<file path="config.mk">
export PLATFORM = sky130hd
export DESIGN_NAME = object_spawn_sequencer
export DESIGN_NICKNAME = d
export VERILOG_FILES = /design/src/rtl/object_spawn_sequencer_pkg.sv /design/src/rtl/object_spawn_sequencer.sv
export SDC_FILE = /design/constraint.sdc
export NUM_CORES = 1
export LEC_CHECK = 0
export ABC_AREA = 1
export BUFFER_PORTS_ARGS = -buffer_cell sky130_fd_sc_hd__buf_2
export CAP_MARGIN = 30
export CORE_MARGIN = 3
export CORE_UTILIZATION = 50
export CTS_BUF_LIST = sky130_fd_sc_hd__clkbuf_8
export DETAILED_ROUTE_END_ITERATION = 10
export PLACE_DENSITY = 0.77
export SKIP_CTS_REPAIR_TIMING = 1
export SYNTH_ARGS = -nofsm -noshare
export SYNTH_HDL_FRONTEND = slang
export SYNTH_SLANG_ARGS = --single-unit
</file>
<file path="constraint.sdc">
create_clock -name clk_centi_second -period 2.6 [get_ports clk_centi_second]
set_input_delay 0.26 -clock clk_centi_second [delete_from_list [all_inputs] [get_ports clk_centi_second]]
set_output_delay 0.26 -clock clk_centi_second [all_outputs]
set_load 0.1 [all_outputs]
</file>
<file path="src/rtl/object_spawn_sequencer_pkg.sv">
// Shared pattern-ROM entry layout and sequencer state encoding for the object spawn pipeline.
package object_spawn_sequencer_pkg;

    localparam int ENTRY_WIDTH = 68;

    // Entry field offsets, LSB first; bits above LAST_BIT are reserved.
    localparam int WAIT_LSB    = 0;
    localparam int DIR_LSB     = 8;
    localparam int POS_X_LSB   = 11;
    localparam int POS_Y_LSB   = 21;
    localparam int SPEED_LSB   = 31;
    localparam int W_LSB       = 36;
    localparam int H_LSB       = 46;
    localparam int DTIME_LSB   = 56;
    localparam int TRIG_LSB    = 64;
    localparam int LAST_BIT    = 66;

    typedef enum logic [2:0] {
        ST_IDLE      = 3'd0,
        ST_FETCH     = 3'd1,
        ST_LATCH     = 3'd2,
        ST_DELAY     = 3'd3,
        ST_WAIT_FREE = 3'd4,
        ST_SPAWN     = 3'd5,
        ST_DONE      = 3'd6
    } seq_state_e;

    typedef struct packed {
        logic [2:0] dir;
        logic [9:0] pos_x;
        logic [9:0] pos_y;
        logic [4:0] speed;
        logic [9:0] w;
        logic [9:0] h;
        logic [7:0] destroy_time;
        logic [1:0] trigger;
    } spawn_fields_t;

    typedef struct packed {
        logic [7:0]    wait_cs;
        spawn_fields_t fields;
        logic          last;
    } pattern_entry_t;

    function automatic pattern_entry_t decode_entry(input logic [LAST_BIT:0] word);
        pattern_entry_t e;
        e.wait_cs             = word[WAIT_LSB  +: 8];
        e.fields.dir          = word[DIR_LSB   +: 3];
        e.fields.pos_x        = word[POS_X_LSB +: 10];
        e.fields.pos_y        = word[POS_Y_LSB +: 10];
        e.fields.speed        = word[SPEED_LSB +: 5];
        e.fields.w            = word[W_LSB     +: 10];
        e.fields.h            = word[H_LSB     +: 10];
        e.fields.destroy_time = word[DTIME_LSB +: 8];
        e.fields.trigger      = word[TRIG_LSB  +: 2];
        e.last                = word[LAST_BIT];
        return e;
    endfunction

endpackage

</file>
<file path="src/rtl/object_spawn_sequencer.sv">
// Walks a spawn pattern in the external pattern ROM, emitting one active-low load strobe per
// entry once its centisecond delay has elapsed and the downstream object slot is free.
module object_spawn_sequencer
    import object_spawn_sequencer_pkg::*;
#(
    parameter int ADDR_W  = 8,
    parameter int ENTRY_W = ENTRY_WIDTH
) (
    input  logic               clk_centi_second,
    input  logic               reset,
    input  logic               start,
    input  logic               abort,
    input  logic [ADDR_W-1:0]  start_addr,
    output logic [ADDR_W-1:0]  rom_addr,
    input  logic [ENTRY_W-1:0] rom_data,
    input  logic               object_free,
    output logic               sync_object_position,
    output logic [2:0]         movement_direction,
    output logic [9:0]         object_pos_x,
    output logic [9:0]         object_pos_y,
    output logic [9:0]         object_w,
    output logic [9:0]         object_h,
    output logic [4:0]         object_speed,
    output logic [7:0]         object_destroy_time,
    output logic [1:0]         object_destroy_trigger,
    output logic               busy,
    output logic               done
);

    seq_state_e     state_q, state_d;
    logic [7:0]     wait_q;
    spawn_fields_t  entry_fields_q;
    logic           entry_last_q;
    spawn_fields_t  spawn_q;
    logic           sync_n_q;
    pattern_entry_t rom_entry;
    logic           unused_reserved;

    assign rom_entry       = decode_entry(rom_data[LAST_BIT:0]);
    assign unused_reserved = ^rom_data[ENTRY_W-1:LAST_BIT+1];

    // NOTE: state_d defaults to state_q before the case so every path assigns it and no latch forms.
    always_comb begin
        state_d = state_q;
        case (state_q)
            ST_IDLE:      if (start) state_d = ST_FETCH;
            ST_FETCH:     state_d = ST_LATCH;
            ST_LATCH:     state_d = ST_DELAY;
            ST_DELAY:     if (wait_q == 8'd0) state_d = ST_WAIT_FREE;
            ST_WAIT_FREE: if (object_free) state_d = ST_SPAWN;
            ST_SPAWN:     state_d = (entry_last_q || rom_addr == '1) ? ST_DONE : ST_FETCH;
            ST_DONE:      state_d = ST_IDLE;
            default:      state_d = ST_IDLE;
        endcase
        // Abort beats every other transition while a pattern is in flight.
        if (abort && state_q != ST_IDLE && state_q != ST_DONE) state_d = ST_DONE;
    end

    // NOTE: reset is synchronous and clears every register here; none of them is a memory array.
    always_ff @(posedge clk_centi_second) begin
        if (reset) begin
            state_q        <= ST_IDLE;
            rom_addr       <= '0;
            wait_q         <= '0;
            entry_fields_q <= '0;
            entry_last_q   <= 1'b0;
            spawn_q        <= '0;
            sync_n_q       <= 1'b1;
        end else begin
            // NOTE: non-blocking assignments so every register here sees the pre-edge values.
            state_q <= state_d;
            if (state_q == ST_IDLE && state_d == ST_FETCH) rom_addr <= start_addr;
            if (state_q == ST_SPAWN && state_d == ST_FETCH) rom_addr <= rom_addr + 1'b1;
            if (state_q == ST_LATCH && state_d == ST_DELAY) begin
                entry_fields_q <= rom_entry.fields;
                entry_last_q   <= rom_entry.last;
                wait_q         <= rom_entry.wait_cs;
            end
            if (state_q == ST_DELAY && state_d == ST_DELAY) wait_q <= wait_q - 8'd1;
            // Spawn fields only change on entry to SPAWN and then hold until the next spawn.
            if (state_d == ST_SPAWN) spawn_q <= entry_fields_q;
            sync_n_q <= (state_d != ST_SPAWN);
        end
    end

    assign sync_object_position   = sync_n_q;
    assign movement_direction     = spawn_q.dir;
    assign object_pos_x           = spawn_q.pos_x;
    assign object_pos_y           = spawn_q.pos_y;
    assign object_w               = spawn_q.w;
    assign object_h               = spawn_q.h;
    assign object_speed           = spawn_q.speed;
    assign object_destroy_time    = spawn_q.destroy_time;
    assign object_destroy_trigger = spawn_q.trigger;
    assign busy                   = (state_q != ST_IDLE) && (state_q != ST_DONE);
    assign done                   = (state_q == ST_DONE);

endmodule

</file>
==> impl_summary.txt, run 1 <==
----------------------------------------------------
[STA]
  Total count of max-transition violations in the final report ... 0
  Worst Tran Pin Value ... 554 ps
  Relative slew margins ... 63.1%
  Final hold violation count ... 0
  Share of the clock period used by the worst path ... 89.9%
  Maximum achievable frequency ... 428 MHz
  Setup TNS ... 0 ps
  Worst-case clock skew ... 7.06 ps
  Tmin final ... 2340 ps
  Final Setup Violations ... 0
  Setup repair after global routing missed its margin ... false

[Layout]
  Area occupied by registers ... 2750 um2
  Fill cell total of the finished layout ... 885
  Commonest non-fill, non-tap cells in the layout ... sky130_fd_sc_hd__buf_2 (148), sky130_fd_sc_hd__dfxtp_1 (133), sky130_fd_sc_hd__a21oi_1 (112)
  Share of final-layout standard cells stronger than drive strength 1 ... 25.5%
  Area grow syn2layout ... 26.2%
  Number of nets in the final layout ... 910
  Area of the multi-input gates ... 2120 um2
  Most common cell after layout, fill and taps aside ... sky130_fd_sc_hd__buf_2
  Ant diodes ... 0

[GRT]
  Largest net degree at the start of global routing ... 61
  Total global routing overflow ... 0
  Overall Global Routing Usage ... 21.6%
  Number of antenna violations at the first check in global routing ... 1
  Wire length of the first global-routing pass ... 20,300 um
  Number of global-route vias before repair ... 4,489

[Worst setup path]
  Setup slack on the worst flop-to-flop path ... 260 ps
  Slowest cell delay on critical path ... 440 ps
  Cells on worst reg2reg path ... 14
  Worst-path cell chain ... inv_1 > ha_1 > nand2_1 > nor2_1 > nand2_1 > nand2_1 > nand3_1 > nor2_1 > nor2_1 > nand2_1 > nor2_2 > buf_8 > nand2_1 > a21oi_1
  Largest fanout on the critical path ... 18
  Terminus of the critical flop-to-flop path ... entry_fields_q[54]
  Launch instance of the worst register-to-register path ... wait_q[0]
  Worst endpoint required time ... 2950 ps
  Type of the setup path with the least slack ... reg2reg
  Crit start category ... flip-flop
  Cell seen most often among critical-path stages ... sky130_fd_sc_hd__nand2_1
  Critical Path AT ... 2690 ps
  Endpoint kind of the worst setup timing path ... flip-flop
  Critical-path top delay cell ... sky130_fd_sc_hd__nor2_2

[Hold path]
  Worst Hold Path EP ... entry_fields_q[11]
  Cells on Worst Hold Path ... 3
  Kind of path behind the tightest hold check ... in2reg
  Origin of the worst min-delay path ... rom_data[47]

[Placed design]
  I/O Buffers ... 148
  HPWL Detailed ... 8560 um
  RePlAce Congestion ... 0.887

[Synth]
  Syn Area/Cell ... 7.66 um2
  Net count after synthesis ... 769
  Number of cells produced by synthesis ... 686
  Synth Warn # ... 0
  Largest cells by area after synthesis ... sky130_fd_sc_hd__dfxtp_1 (52%), sky130_fd_sc_hd__a21oi_1 (11%), sky130_fd_sc_hd__o21ai_0 (9.7%)
  Mapped Area ... 5260 um2
  Share of synthesized area occupied by flip-flops and latches ... 52.2%
  Area fraction of the dominant cell type after synthesis ... 52.2%
  Count of distinct cell types in the synthesized netlist ... 21
  Number of flip-flops and latches in the synthesized netlist ... 137
  Biggest area consumer among synthesized cells ... sky130_fd_sc_hd__dfxtp_1

[Clock network]
  Inserted Clock Buffers ... 17
  Maximum clock insertion buffer count ... 2
  Max H-tree Level ... 4
  Master cell of the clock root buffer ... sky130_fd_sc_hd__clkbuf_8
  CTS tree ... built
  Clock transition time at the flip-flop clock pins of the worst setup and hold paths ... 80 ps
  Worst-skew pair later-pin latency ... 430 ps
  Number of sinks handled by clock tree synthesis ... 137

[Drt]
  Number of search-and-repair iterations in the first detailed-routing pass ... 5
  Antenna Nets Post-Route ... 0
  Wire per inst ... 12.9 um
  Final Routed Wirelength ... 12,500 um
  Residual DRC ... 0
  Via-to-Cell Ratio ... 5.03
  Via count of the routed design ... 4,889
  Iteration-0 DRC Markers ... 411

[Floorplan]
  Initial Util ... 52.6%
  FP Rows ... 36
  Core Area ... 10000 um2
  I/O pin count ... 150
  Die Y-Extent ... 109 um
  Area of the die ... 11,800 um2
  Width of the die ... 109 um

[Outcome]
  Result of the run ... completed

[Job]
  Max capacitance violation total ... 0

----------------------------------------------------
-- critical path: cells and delay by family, from the launching register on --
kind | cells | cell delay (ps)
flops | 1 | 350
compound gates | 1 | 150
buf+inv | 2 | 320
simple gates | 10 | 1200
fa+ha+maj | 1 | 230
-- flip-flops by register name, indices dropped and copies added, names as in the netlist --
name / cells
object_speed: 5
object_destroy_trigger: 2
object_h: 10
entry_fields_q: 58
object_pos_y: 10
state_q: 3
movement_direction: 3
sync_object_position: 1
object_w: 10
wait_q: 8
object_pos_x: 10
entry_last_q: 1
object_destroy_time: 8
rom_addr: 8
-- stage by stage --
stage | cell area [um2] | hold WS [ps] | setup WS, ps | utilization, % | cells
after floorplan | 5270 | 404 | 12.0 | - | 686
after global placement | 6140 | 434 | 69.0 | 61.4 | 939
after detailed placement | 6160 | 442 | 170 | 61.6 | 940
after CTS | 6620 | 38.7 | 165 | 66.2 | 971
after global routing | 6630 | 43.7 | 9.30 | 66.3 | 972
final | 6630 | 68.5 | 262 | 66.3 | 972
-- Yosys cell counts --
library cell / number
sky130_fd_sc_hd__dfxtp_1: 137
sky130_fd_sc_hd__a21oi_1: 112
sky130_fd_sc_hd__o21ai_0: 102
sky130_fd_sc_hd__nand2_1: 101
sky130_fd_sc_hd__nor2_1: 77
sky130_fd_sc_hd__inv_1: 59
sky130_fd_sc_hd__nand3_1: 24
sky130_fd_sc_hd__clkbuf_1: 20
sky130_fd_sc_hd__buf_2: 15
sky130_fd_sc_hd__xor2_1: 9
sky130_fd_sc_hd__clkbuf_2: 6
sky130_fd_sc_hd__inv_2: 4
sky130_fd_sc_hd__nand4_1: 4
sky130_fd_sc_hd__nor2_2: 3
sky130_fd_sc_hd__or2_2: 3
sky130_fd_sc_hd__ha_1: 2
sky130_fd_sc_hd__nand3_2: 2
sky130_fd_sc_hd__nor3_1: 2
sky130_fd_sc_hd__xnor2_1: 2
sky130_fd_sc_hd__nand3b_1: 1
sky130_fd_sc_hd__nor3_4: 1
-- metal layers --
layer	wire, um	track usage, %
met1	5390	25.9
met2	6060	36.2
met3	885	6.87
met4	136	8.03
met5	13	0
-- area by class of cell --
type | count | area share, %
sequential | 137 | 41.4
multi-input combinational | 445 | 32.0
timing repair buffer | 163 | 13.6
clock buffer | 19 | 3.94
inverter | 63 | 3.57
clock inverter | 12 | 2.98
tap | 133 | 2.51
-- logic make-up after synthesis --
group	share of synthesized area, %
simple gates	17.2
compound gates	20.4
flops	52.2
buf+inv	7.93
xor+xnor	1.83
fa+ha+maj	0.476
-- how the worst max path moves through the flow --
| stage | start | endpoint | slack (ps) | depth (start not counted) |
|---|---|---|---|---|
| floorplan | state_q[0] | entry_fields_q[56] | 10 | 13 |
| global placement | wait_q[0] | wait_q[1] | 70 | 15 |
| detailed placement | wait_q[0] | object_destroy_time[2] | 170 | 11 |
| CTS | wait_q[0] | movement_direction[1] | 160 | 11 |
| global route | wait_q[0] | object_w[4] | 9 | 11 |
| finish | wait_q[0] | entry_fields_q[54] | 260 | 14 |
Power of run 1 is left out: the tool's default activity adds up to more than one toggle a clock period on the data nets, which glitch-free logic cannot reach.
==> run 2: changes to the inputs <==
--- a/config.mk
+++ b/config.mk
@@ -5,14 +5,14 @@
 export SDC_FILE = /design/constraint.sdc
 export NUM_CORES = 1
 export LEC_CHECK = 0
-export ABC_AREA = 1
+export ABC_AREA = 0
 export BUFFER_PORTS_ARGS = -buffer_cell sky130_fd_sc_hd__buf_2
 export CAP_MARGIN = 30
 export CORE_MARGIN = 3
 export CORE_UTILIZATION = 50
 export CTS_BUF_LIST = sky130_fd_sc_hd__clkbuf_8
 export DETAILED_ROUTE_END_ITERATION = 10
-export PLACE_DENSITY = 0.77
+export PLACE_DENSITY = 0.76
 export SKIP_CTS_REPAIR_TIMING = 1
 export SYNTH_ARGS = -nofsm -noshare
 export SYNTH_HDL_FRONTEND = slang
==> run 2 against run 1 <==
- critical path depth shrank 5
- worst setup slack lost 110 ps
- register-to-register slack lost 110 ps
- sequential share of layout area shrank 2.3 points
- final area grew 5.9%
- synthesized cell count grew 0.44%
- synthesized area grew 7.6%
==> impl_summary.txt, run 2 <==
----------------------------------------------------
[STA]
  Share of the clock period used by the worst path ... 94.3%
  Total count of max-transition violations in the final report ... 0
  Worst-case clock skew ... 6.59 ps
  Final Setup Violations ... 0
  Relative slew margins ... 40.4%
  Final hold violation count ... 0
  Worst Tran Pin Value ... 894 ps
  Tmin final ... 2450 ps
  Maximum achievable frequency ... 408 MHz

[Synth]
  Number of synthesized flops with an enable pin ... 0
  Area fraction of the dominant cell type after synthesis ... 48.5%
  Multiplexer area fraction after synthesis ... 10.3%
  Net count after synthesis ... 772
  Post-synthesis compound-gate area fraction ... 14.0%
  Share of flip-flops with an asynchronous set or reset ... 0%
  Number of flip-flops and latches in the synthesized netlist ... 137
  Most frequent cells after synthesis ... sky130_fd_sc_hd__nand2_1 (251), sky130_fd_sc_hd__dfxtp_1 (137), sky130_fd_sc_hd__a21oi_1 (75), sky130_fd_sc_hd__mux2i_1 (58), sky130_fd_sc_hd__clkbuf_1 (43)
  Most used DFF post-synth ... sky130_fd_sc_hd__dfxtp_1
  Mapped Area ... 5660 um2
  Count of distinct cell types in the synthesized netlist ... 50
  Number of cells produced by synthesis ... 689
  Largest cells by area after synthesis ... sky130_fd_sc_hd__dfxtp_1 (48%), sky130_fd_sc_hd__nand2_1 (17%), sky130_fd_sc_hd__mux2i_1 (10%)
  Count leader, synth ... sky130_fd_sc_hd__nand2_1
  Fraction of the mapped netlist area in simple logic gates ... 22.3%
  Largest family of logic cells by synthesized area ... simple AND/OR/NAND/NOR gates
  Post-synthesis share of cell area spent on full adders, half adders and majority gates ... 0.442%
  Biggest area consumer among synthesized cells ... sky130_fd_sc_hd__dfxtp_1
  Syn Area/Cell ... 8.21 um2
  Xor/xnor cell area share of the yosys netlist ... 0%
  Synth Warn # ... 0
  Share of synthesized area occupied by flip-flops and latches ... 48.5%

[Worst setup path]
  Endpoint kind of the worst setup timing path ... flip-flop
  Slowest cell delay on critical path ... 540 ps
  Worst-path cell chain ... inv_1 > ha_1 > or4b_4 > nor3_4 > a31oi_1 > a211oi_4 > buf_12 > buf_12 > mux2i_2
  Worst endpoint required time ... 2960 ps
  Type of the setup path with the least slack ... reg2reg
  Terminus of the critical flop-to-flop path ... object_destroy_trigger[0]
  Launch instance of the worst register-to-register path ... wait_q[0]
  Critical Path AT ... 2810 ps
  Start point of the critical path ... wait_q[0]
  Number of buffers and inverters on the critical path ... 3
  Largest fanout on the critical path ... 17
  Crit start category ... flip-flop
  Setup slack on the worst flop-to-flop path ... 150 ps
  Critical-path top delay cell ... sky130_fd_sc_hd__or4b_4
  Cell seen most often among critical-path stages ... sky130_fd_sc_hd__buf_12
  Cells on worst reg2reg path ... 9
  Largest delay contributor family on the critical path ... simple AND/OR/NAND/NOR gates

[Placed design]
  I/O Buffers ... 148
  RePlAce Congestion ... 0.875
  HPWL Detailed ... 9580 um
  Area of placed instances ... 6540 um2

[Power]
  Part of the power in the clock network ... 25.3%
  Part of the power in combinational logic ... 38.2%
  Overall Power ... 7.06 mW
  Switching share of power ... 39.9%
  Reg power frac ... 36.5%
  Worst vdd ir ... 658 uV
  Total power per unit cell area ... 1010 nW/um2
  Static Leakage ... 2.78 nW
  Internal Power ... 4.24 mW
  Switching pwr ... 2.82 mW

[Hold path]
  Cells on Worst Hold Path ... 3
  Origin of the worst min-delay path ... rom_data[25]
  Worst Hold Path EP ... entry_fields_q[39]
  Kind of path behind the tightest hold check ... in2reg

[GRT]
  Number of global-route vias before repair ... 5,121
  M3 GR Usage ... 8.79%
  Total global routing overflow ... 0
  Layer with the highest usage ... met2
  Largest net degree at the start of global routing ... 81
  Overall Global Routing Usage ... 23.0%
  Global routing met2 resource utilization ... 37.9%
  Met1 track utilization from global routing ... 28.2%
  Wire length of the first global-routing pass ... 23,900 um
  Number of antenna violations at the first check in global routing ... 1

[Layout]
  Final design instance area without fill ... 7020 um2
  Ant diodes ... 0
  Most common cell after layout, fill and taps aside ... sky130_fd_sc_hd__nand2_1
  Register ranked first by flip-flop count ... entry_fields_q
  Max reg flops ... 58
  Area grow syn2layout ... 24.1%
  Number of nets in the final layout ... 907
  Share of final-layout standard cells stronger than drive strength 1 ... 24.6%
  Commonest non-fill, non-tap cells in the layout ... sky130_fd_sc_hd__nand2_1 (251), sky130_fd_sc_hd__buf_2 (148), sky130_fd_sc_hd__dfxtp_1 (135)

[Clock network]
  Max H-tree Level ... 4
  Maximum clock insertion buffer count ... 2
  Clock transition time at the flip-flop clock pins of the worst setup and hold paths ... 70 ps
  CTS tree ... built
  Inserted Clock Buffers ... 17
  Worst-skew pair later-pin latency ... 440 ps
  Number of sinks handled by clock tree synthesis ... 137
  Master cell of the clock root buffer ... sky130_fd_sc_hd__clkbuf_8

[Floorplan]
  Area of the die ... 12,600 um2
  Die Y-Extent ... 112 um
  Initial Util ... 51.7%
  Core Area ... 10,900 um2
  Width of the die ... 112 um
  FP Rows ... 38
  I/O pin count ... 150

[Outcome]
  Result of the run ... completed

[Drt]
  Antenna Nets Post-Route ... 0
  Wire per inst ... 15.0 um
  Residual DRC ... 0
  Via-to-Cell Ratio ... 5.45
  Via count of the routed design ... 5,325
  Iteration-0 DRC Markers ... 473
  Number of search-and-repair iterations in the first detailed-routing pass ... 5
  Final Routed Wirelength ... 14,600 um

[Job]
  Max capacitance violation total ... 0

----------------------------------------------------
==> run 2: changes by cell type in the layout (fill, tap and decap cells not counted), sizes merged, moves of 22 or more <==
cell,delta
a21oi,-37
inv,-55
mux2i,+58
nand2,+150
nand3,-22
nor2,-62
o21ai,-97
==> run 2: worst max-delay path by stage <==
stage / end / slack, ps / depth (start not counted)
floorplan: movement_direction[0] / 170 / 7
global placement: object_pos_x[4] / 150 / 8
detailed placement: object_h[9] / 20 / 8
CTS: object_h[9] / -4 / 8
global route: object_destroy_trigger[0] / -7 / 8
finish: object_destroy_trigger[0] / 150 / 9
==> run 2: final cells by class <==
| type | instances | area (um2) |
|---|---|---|
| Fill cell | 935 | 3920 |
| Sequential cell | 137 | 2750 |
| Multi-Input combinational cell | 494 | 2690 |
| Timing Repair Buffer | 169 | 986 |
| Clock buffer | 17 | 234 |
| Tap cell | 140 | 175 |
| Clock inverter | 15 | 170 |
| Inverter | 5 | 20.0 |
==> run 2: metal layers <==
metal,wire length (um),share of wire [%]
met1,6190,42
met2,7110,49
met3,1090,7.4
met4,219,1.5
met5,7,0.048
==> run 2: per-stage QoR <==
stage | TNS, ps | util, % | setup slack [ps] | hold WS [ps] | instances
global route | -11.9 | 64.2 | -6.90 | 25.5 | 977
floorplan | 0 | - | 167 | 396 | 689
finish | 0 | 64.2 | 148 | 55.6 | 977
global placement | 0 | 59.8 | 145 | 438 | 943
detailed placement | 0 | 59.8 | 17.5 | 448 | 943
CTS | -3.67 | 63.5 | -3.67 | 35.2 | 975
==> run 2: cells by family after synthesis <==
kind of cell,count (synthesis)
fa+ha+maj,2
simple gates,307
compound gates,127
mux,58
buf+inv,58
flops,137
==> run 2: worst min-delay path: cells and delay by family <==
kind	cells	cell delay, ps
buffers and inverters	1	100
AOI/OAI and AO/OA	1	50
and+or+nand+nor	1	40
==> run 2: power groups by stage <==
| stage | logic, mW | registers, mW | clock network [mW] |
|---|---|---|---|
| 2_1_floorplan | 1.47 | 3.04 | 0 |
| 3_3_place_gp | 2.53 | 2.59 | 0 |
| 3_5_place_dp | 2.57 | 2.61 | 0 |
| 4_1_cts | 2.58 | 2.57 | 1.82 |
| 5_1_grt | 2.90 | 2.61 | 1.93 |
| 6_report | 2.70 | 2.58 | 1.79 |
(Power assumes the default switching activity.)
